## src/rtl/ppr_pkg.sv

```systemverilog
// ppr_pkg: shared types for the PPR top-K selector.
// List entries and the scan/stream state encoding live here.
package ppr_pkg;

    localparam int PPR_SCORE_W = 32;
    localparam int PPR_ID_W    = 16;

    typedef struct packed {
        logic                   valid;
        logic [PPR_SCORE_W-1:0] score;
        logic [PPR_ID_W-1:0]    id;
    } topk_entry_t;

    typedef enum logic [1:0] {
        IDLE,
        SCAN,
        FLUSH,
        OUT
    } topk_state_t;

endpackage

```

## src/rtl/ppr_topk_select_slot.sv

```systemverilog
// topk_slot: one cell of the sorted top-K list.
// A candidate lands in the first cell that is empty or holds a strictly
// smaller score; every cell below that point takes its upper neighbour.
module topk_slot
    import ppr_pkg::*;
(
    input  logic        clk,
    input  logic        rst,
    input  logic        clr,
    input  logic        ins_en,
    input  topk_entry_t cand,
    input  topk_entry_t upper,
    input  logic        upper_ins,
    output topk_entry_t entry,
    output logic        ins
);

    // Candidate belongs at or above this cell; equal scores keep the incumbent.
    always_comb begin
        ins = upper_ins || !entry.valid || (cand.score > entry.score);
    end

    // Shift from the upper neighbour, take the candidate, or hold.
    always_ff @(posedge clk or negedge rst) begin
        if (!rst) begin
            entry <= '0;
        end else if (clr) begin
            entry <= '0;
        end else if (ins_en) begin
            if (upper_ins) begin
                entry <= upper;
            end else if (ins) begin
                entry <= cand;
            end
        end
    end

endmodule

```

## src/rtl/ppr_topk_select.sv

```systemverilog
// ppr_topk_select: scans every score-sum bank after the global finish,
// keeps a sorted top-K (score, node id) list and streams it out rank 0 first.
// Optional build macro: TOPK_SKIP_ZERO_EN (zero scores are never inserted).
module ppr_topk_select
    import ppr_pkg::*;
#(
    parameter int DATA_WIDTH    = 32,
    parameter int ADDR_WIDTH    = 13,
    parameter int PARALLEL      = 16,
    parameter int node_num      = 5,
    parameter int last_node_num = 5,
    parameter int K             = 8,
    parameter int ID_WIDTH      = 16
) (
    input  logic                           clk,
    input  logic                           rst,
    input  logic                           start,
    output logic [ADDR_WIDTH*PARALLEL-1:0] score_addr,
    input  logic [DATA_WIDTH*PARALLEL-1:0] score_data,
    output logic                           busy,
    output logic                           done,
    output logic                           out_valid,
    input  logic                           out_ready,
    output logic [DATA_WIDTH-1:0]          out_score,
    output logic [ID_WIDTH-1:0]            out_id,
    output logic                           out_last
);

    localparam int BW = (PARALLEL > 1) ? $clog2(PARALLEL) : 1;
    localparam int CW = $clog2(K + 1);

    topk_state_t           state, state_nx;
    logic [BW-1:0]         bank, bank_d;
    logic [ADDR_WIDTH-1:0] addr, addr_d, addr_max;
    logic                  issue, iss_d;
    logic                  scan_last, addr_wrap;
    logic [CW-1:0]         fill_cnt, rd_idx;
    logic [DATA_WIDTH-1:0] cand_raw;
    logic [ID_WIDTH-1:0]   cand_id;
    topk_entry_t           cand, sel;
    logic                  ins_en, clr;
    topk_entry_t           ent [K];
    logic [K-1:0]          ins_flag;

    // Scan limits: the last bank may hold fewer nodes.
    always_comb begin
        addr_max  = (bank == BW'(PARALLEL - 1)) ? ADDR_WIDTH'(last_node_num - 1)
                                                : ADDR_WIDTH'(node_num - 1);
        addr_wrap = (addr == addr_max);
        scan_last = (bank == BW'(PARALLEL - 1)) && addr_wrap;
    end

    // State register.
    always_ff @(posedge clk or negedge rst) begin
        if (!rst) begin
            state <= IDLE;
        end else begin
            state <= state_nx;
        end
    end

    // Next-state logic.
    always_comb begin
        state_nx = state;
        case (state)
            IDLE:    if (start) state_nx = SCAN;
            SCAN:    if (scan_last) state_nx = FLUSH;
            FLUSH:   state_nx = OUT;
            OUT:     if (fill_cnt == '0 || (out_valid && out_ready && out_last)) state_nx = IDLE;
            default: state_nx = IDLE;
        endcase
    end

    // Outputs decoded from state and the read pointer; out_ready only moves rd_idx.
    always_comb begin
        busy       = (state != IDLE);
        issue      = (state == SCAN);
        clr        = (state == IDLE);
        out_valid  = (state == OUT) && (rd_idx < fill_cnt) && sel.valid;
        out_last   = out_valid && (rd_idx == fill_cnt - CW'(1));
        out_score  = out_valid ? DATA_WIDTH'(sel.score) : '0;
        out_id     = out_valid ? ID_WIDTH'(sel.id) : '0;
        score_addr = {PARALLEL{addr}};
    end

    // Scan counters, one-cycle read-latency alignment, fill count and stream pointer.
    always_ff @(posedge clk or negedge rst) begin
        if (!rst) begin
            bank     <= '0;
            addr     <= '0;
            iss_d    <= 1'b0;
            bank_d   <= '0;
            addr_d   <= '0;
            fill_cnt <= '0;
            rd_idx   <= '0;
            done     <= 1'b0;
        end else begin
            iss_d  <= issue;
            bank_d <= bank;
            addr_d <= addr;
            done   <= (state == OUT) && (state_nx == IDLE);
            if (ins_en && fill_cnt != CW'(K)) begin
                fill_cnt <= fill_cnt + CW'(1);
            end
            case (state)
                IDLE: begin
                    bank     <= '0;
                    addr     <= '0;
                    fill_cnt <= '0;
                    rd_idx   <= '0;
                end
                SCAN: begin
                    if (addr_wrap) begin
                        addr <= '0;
                        if (!scan_last) begin
                            bank <= bank + BW'(1);
                        end
                    end else begin
                        addr <= addr + ADDR_WIDTH'(1);
                    end
                end
                OUT: begin
                    if (out_valid && out_ready) begin
                        rd_idx <= rd_idx + CW'(1);
                    end
                end
                default: ;
            endcase
        end
    end

    // Candidate from the bank addressed one cycle earlier.
    always_comb begin
        cand_raw = '0;
        for (int unsigned b = 0; b < PARALLEL; b++) begin
            if (bank_d == BW'(b)) begin
                cand_raw = score_data[b*DATA_WIDTH +: DATA_WIDTH];
            end
        end
        cand_id     = ID_WIDTH'(bank_d) * ID_WIDTH'(node_num) + ID_WIDTH'(addr_d);
        cand        = '0;
        cand.valid  = 1'b1;
        cand.score  = PPR_SCORE_W'(cand_raw);
        cand.id     = PPR_ID_W'(cand_id);
    end

`ifdef TOPK_SKIP_ZERO_EN
    // Insert only returned reads carrying a nonzero score.
    always_comb begin
        ins_en = iss_d && (cand_raw != '0);
    end
`else
    // Insert every returned read.
    always_comb begin
        ins_en = iss_d;
    end
`endif

    // Rank selection for the stream output.
    always_comb begin
        sel = '0;
        for (int unsigned i = 0; i < K; i++) begin
            if (rd_idx == CW'(i)) begin
                sel = ent[i];
            end
        end
    end

    // Insertion chain: each cell sees its upper neighbour's entry and flag.
    for (genvar g = 0; g < K; g++) begin : g_slot
        topk_entry_t up_e;
        logic        up_i;
        if (g == 0) begin : g_head
            // Head cell has nothing above it.
            always_comb begin
                up_e = '0;
                up_i = 1'b0;
            end
        end else begin : g_body
            // Link to the cell one rank higher.
            always_comb begin
                up_e = ent[g-1];
                up_i = ins_flag[g-1];
            end
        end
        topk_slot u_slot (
            .clk       (clk),
            .rst       (rst),
            .clr       (clr),
            .ins_en    (ins_en),
            .cand      (cand),
            .upper     (up_e),
            .upper_ins (up_i),
            .entry     (ent[g]),
            .ins       (ins_flag[g])
        );
    end

endmodule
```

## config.mk

```make
export PLATFORM = sky130hd
export DESIGN_NAME = ppr_topk_select
export DESIGN_NICKNAME = d
export VERILOG_FILES = /design/src/rtl/ppr_pkg.sv /design/src/rtl/ppr_topk_select_slot.sv /design/src/rtl/ppr_topk_select.sv
export SDC_FILE = /design/constraint.sdc
export NUM_CORES = 2
export LEC_CHECK = 0
export ABC_AREA = 0
export CORE_AREA = 2 2 303 305
export CTS_CLUSTER_DIAMETER = 80
export DETAILED_ROUTE_END_ITERATION = 8
export DIE_AREA = 0 0 305 307
export GPL_TIMING_DRIVEN = 0
export PLACE_DENSITY = 0.75
export SETUP_SLACK_MARGIN = 0.2
export SYNTH_ARGS = -nofsm -noshare
export SYNTH_HDL_FRONTEND = slang
export SYNTH_HIERARCHICAL = 1
export SYNTH_SLANG_ARGS = --single-unit
```

## constraint.sdc

```tcl
create_clock -name clk -period 7.03 [get_ports clk]
set_clock_uncertainty 0.2 [all_clocks]
set_input_delay 0.703 -clock clk [delete_from_list [all_inputs] [get_ports clk]]
set_output_delay 0.703 -clock clk [all_outputs]
set_load 0.01 [all_outputs]
```

==> flow_metrics.py <==
metrics = {
    "outcome": {
        "result_of_the_run": "complete, no violations",
    },
    "setup_path": {
        "worstPathArrival_ps": 7140,
        "worst-path-max-fanout": 10,
        "critPathMaxStageDelay_ps": 490,
        "timing_worst_setup_path_type": "reg -> reg",
        "crit_top_cell": "buf_8",
        "setup.worst_path.start_class": "register",
        "crit_buf_inv": 20,
        "critical-path-slowest-cell": "dfrtp_2",
        "critical-path-top-delay-family": "buffers and inverters",
        "required_time_at_the_worst_slack_endpoint_ps": 7330,
        "crit_end_element": "register",
    },
    "cells_and_area": {
        "drive_gt1_share_pct": 21.0,
        "synthToLayoutAreaGrowth_pct": 36.3,
        "final_net_count": 6720,
        "layout.core_utilization_pct": 62.4,
    },
    "power": {
        "pwr-share-comb_pct": 69.9,
        "switching_share_pct": 47.7,
        "total_switching_power_w": 0.0125,
        "power.density_nw_per_um2": 464,
        "vdd.ir_drop.worst_uv": 231,
        "intPower_w": 0.0137,
        "post-layout-total-power_w": 0.0262,
        "power_frac_clock_pct": 11.2,
        "pwr-share-seq_pct": 18.8,
        "leakage_nw": 26.9,
    },
    "grt": {
        "groute.layer.met1.usage_pct": 51.3,
        "groute.layer.met3.usage_pct": 10.8,
        "grt_pass1_vias": 41758,
        "first_pass_grt_wire_length_um": 286000,
        "grt_remaining_overflow": 0,
        "pin_count_of_the_biggest_net_entering_global_routing": 89,
        "initial_antenna_violation_count": 67,
        "grt.met2_usage_pct": 63.3,
        "grt_util_all_layers_pct": 41.7,
        "grt-busiest-layer": "met2",
    },
    "sta": {
        "peak_freq_mhz": 146,
        "finalWorstPathRequiredPeriod_ps": 6840,
        "rsz0062_at_grt": "no",
        "worst-slew-pin-transition_ps": 1470,
        "slew_headroom_pct": 2.00,
        "fin_crit_share_pct": 97.3,
        "timing.final.hold_violations": 0,
        "setup_violations": 0,
        "final_max_slew_viol_count": 0,
        "hold-worst-slack_ps": 266,
    },
    "detailed_routing": {
        "wl_um": 204000,
        "post-route-drc-count": 0,
        "drt_iter0_drc": 4977,
        "drtPass1Iterations": 8,
        "detail-route-antenna-nets": 0,
        "via_per_inst": 6.01,
        "num_vias": 43303,
        "wl_per_cell_um": 28.3,
    },
    "flow_run": {
        "max_cap_violations": 0,
    },
    "die": {
        "pin_count": 776,
        "initial_utilization_pct": 45.8,
        "die_w_um": 305,
        "core_um2": 90700,
        "fp.dieH_um": 307,
        "die_area_um2": 93600,
        "num_rows": 111,
    },
    "clock_network": {
        "cts_tree": "done",
        "maximum_level_of_the_cts_h_tree": 2,
        "clk_root_buffer_cell": "clkbuf_16",
        "clock_latency_ps": 650,
        "clk_path_buf_depth": 3,
        "number_of_buffers_created_by_cts": 52,
        "clock_sinks": 438,
        "cts.clk_slew.worst_paths_ps": 60,
    },
    "placed_design": {
        "dp_hpwl_um": 163000,
        "routabilityCongestion": 1.03,
        "io_buffers": 775,
    },
    "logic_synthesis": {
        "yosys_warns": 6,
        "post_synth.cell_area_avg_um2": 8.53,
        "synthesis.area_um2": 41500,
        "netlist_instances": 4869,
    },
    "worst_hold_path": {
        "hold_class": "reg -> reg",
    },
}
cells in the final DEF (no fill, tap or decap), types with 26 or more instances in the layout:
cell type / instances
clkdlybuf4s50_1: 774
nor2_1: 719
mux2i_1: 459
dfrtp_1: 434
mux2_2: 324
buf_4: 321
inv_1: 306
ha_1: 281
a21oi_1: 240
nand2_1: 221
o21ai_0: 217
clkbuf_1: 164
nor2b_1: 136
a22oi_1: 107
conb_1: 74
mux2_4: 68
nand3_1: 61
o21ai_1: 59
buf_2: 57
clkbuf_16: 55
nand4_1: 54
diode_2: 52
a31oi_1: 48
buf_6: 47
o211ai_1: 46
o21a_1: 43
buf_8: 26
cell type report:
type / instances / area (µm²)
Clock inverter: 21 / 294
Antenna cell: 52 / 130
Tap cell: 1186 / 1480
Buffer: 544 / 3730
Inverter: 317 / 1210
Clock buffer: 76 / 1520
Sequential cell: 438 / 11000
Timing Repair Buffer: 926 / 9430
Multi-Input combinational cell: 3641 / 27800
Fill cell: 7890 / 34100
repair_timing:
item / in CTS / in global routing
setup buffers: 83 / 26
pin swaps: 66 / 56
endpoints found under the setup margin: 343 / 131
hold buffers: 1 / 0
gates cloned: 4 / 0
endpoints found under the hold margin: 71 / 0
resized for setup: 383 / 135
per-layer routing:
layer | vias to the layer above | wire length [µm]
met5 | - | 136
met4 | 20 | 17100
met3 | 615 | 20500
met2 | 2476 | 87300
met1 | 21038 | 78400
li1 | 19154 | -
flip-flops by register name, indices dropped and copies added (netlist names):
signal,flops
addr,13
g_slot.u_slot/entry,392
ins_en,1
done,1
fill_cnt,4
state,2
bank,4
rd_idx,4
addr_d,13
bank_d,4
stage by stage:
stage,setup WS (ps),instance area (µm²),std cells,TNS (ps)
3_3_place_gp,-16010,51100,6902,-7811110
4_1_cts,178,55800,7123,0
5_1_grt,57.5,56600,7192,0
2_1_floorplan,321,41800,4941,0
3_5_place_dp,-3180,51900,6939,-533060
6_report,190,56600,7201,0
worst register-to-register path, delay by kind of cell, from the launching register on:
kind | cells | cell delay [ps]
adder cells (fa/ha/maj) | 1 | 350
flip-flops | 1 | 490
AND/OR/NAND/NOR | 10 | 730
AO/OA/AOI/OAI | 7 | 1690
multiplexers | 2 | 640
buffers and inverters | 20 | 2580
path summary, 6_finish.rpt:
check | start | cells past startpoint | slack (ps) | endpoint
worst min-delay path | bank[3]$_DFFE_PN0P_ | 0 | 270 | bank_d[3]$_DFF_PN0_
worst max-delay path | bank_d[1]$_DFF_PN0_ | 40 | 190 | g_slot[7].u_slot/entry[11]$_DFFE_PN0P_
max in group asynchronous | rst | 6 | 4210 | bank_d[1]$_DFF_PN0_
worst max register to register | bank_d[1]$_DFF_PN0_ | 40 | 190 | g_slot[7].u_slot/entry[11]$_DFFE_PN0P_
worst min register to register | bank[3]$_DFFE_PN0P_ | 0 | 270 | bank_d[3]$_DFF_PN0_
min in group asynchronous | rst | 2 | 400 | g_slot[7].u_slot/entry[36]$_DFFE_PN0P_
power by group through the flow:
| stage | logic (W) | clock network [W] | registers, W |
|---|---|---|---|
| finish | 0.0184 | 0.00295 | 0.00494 |
| global route | 0.0196 | 0.00307 | 0.00506 |
| CTS | 0.0174 | 0.00296 | 0.00491 |
| detailed placement | 0.0160 | 0 | 0.00494 |
| global placement | 0.0149 | 0 | 0.00493 |
| floorplan | 0.0105 | 0 | 0.00445 |
(Power assumes the default switching activity.)
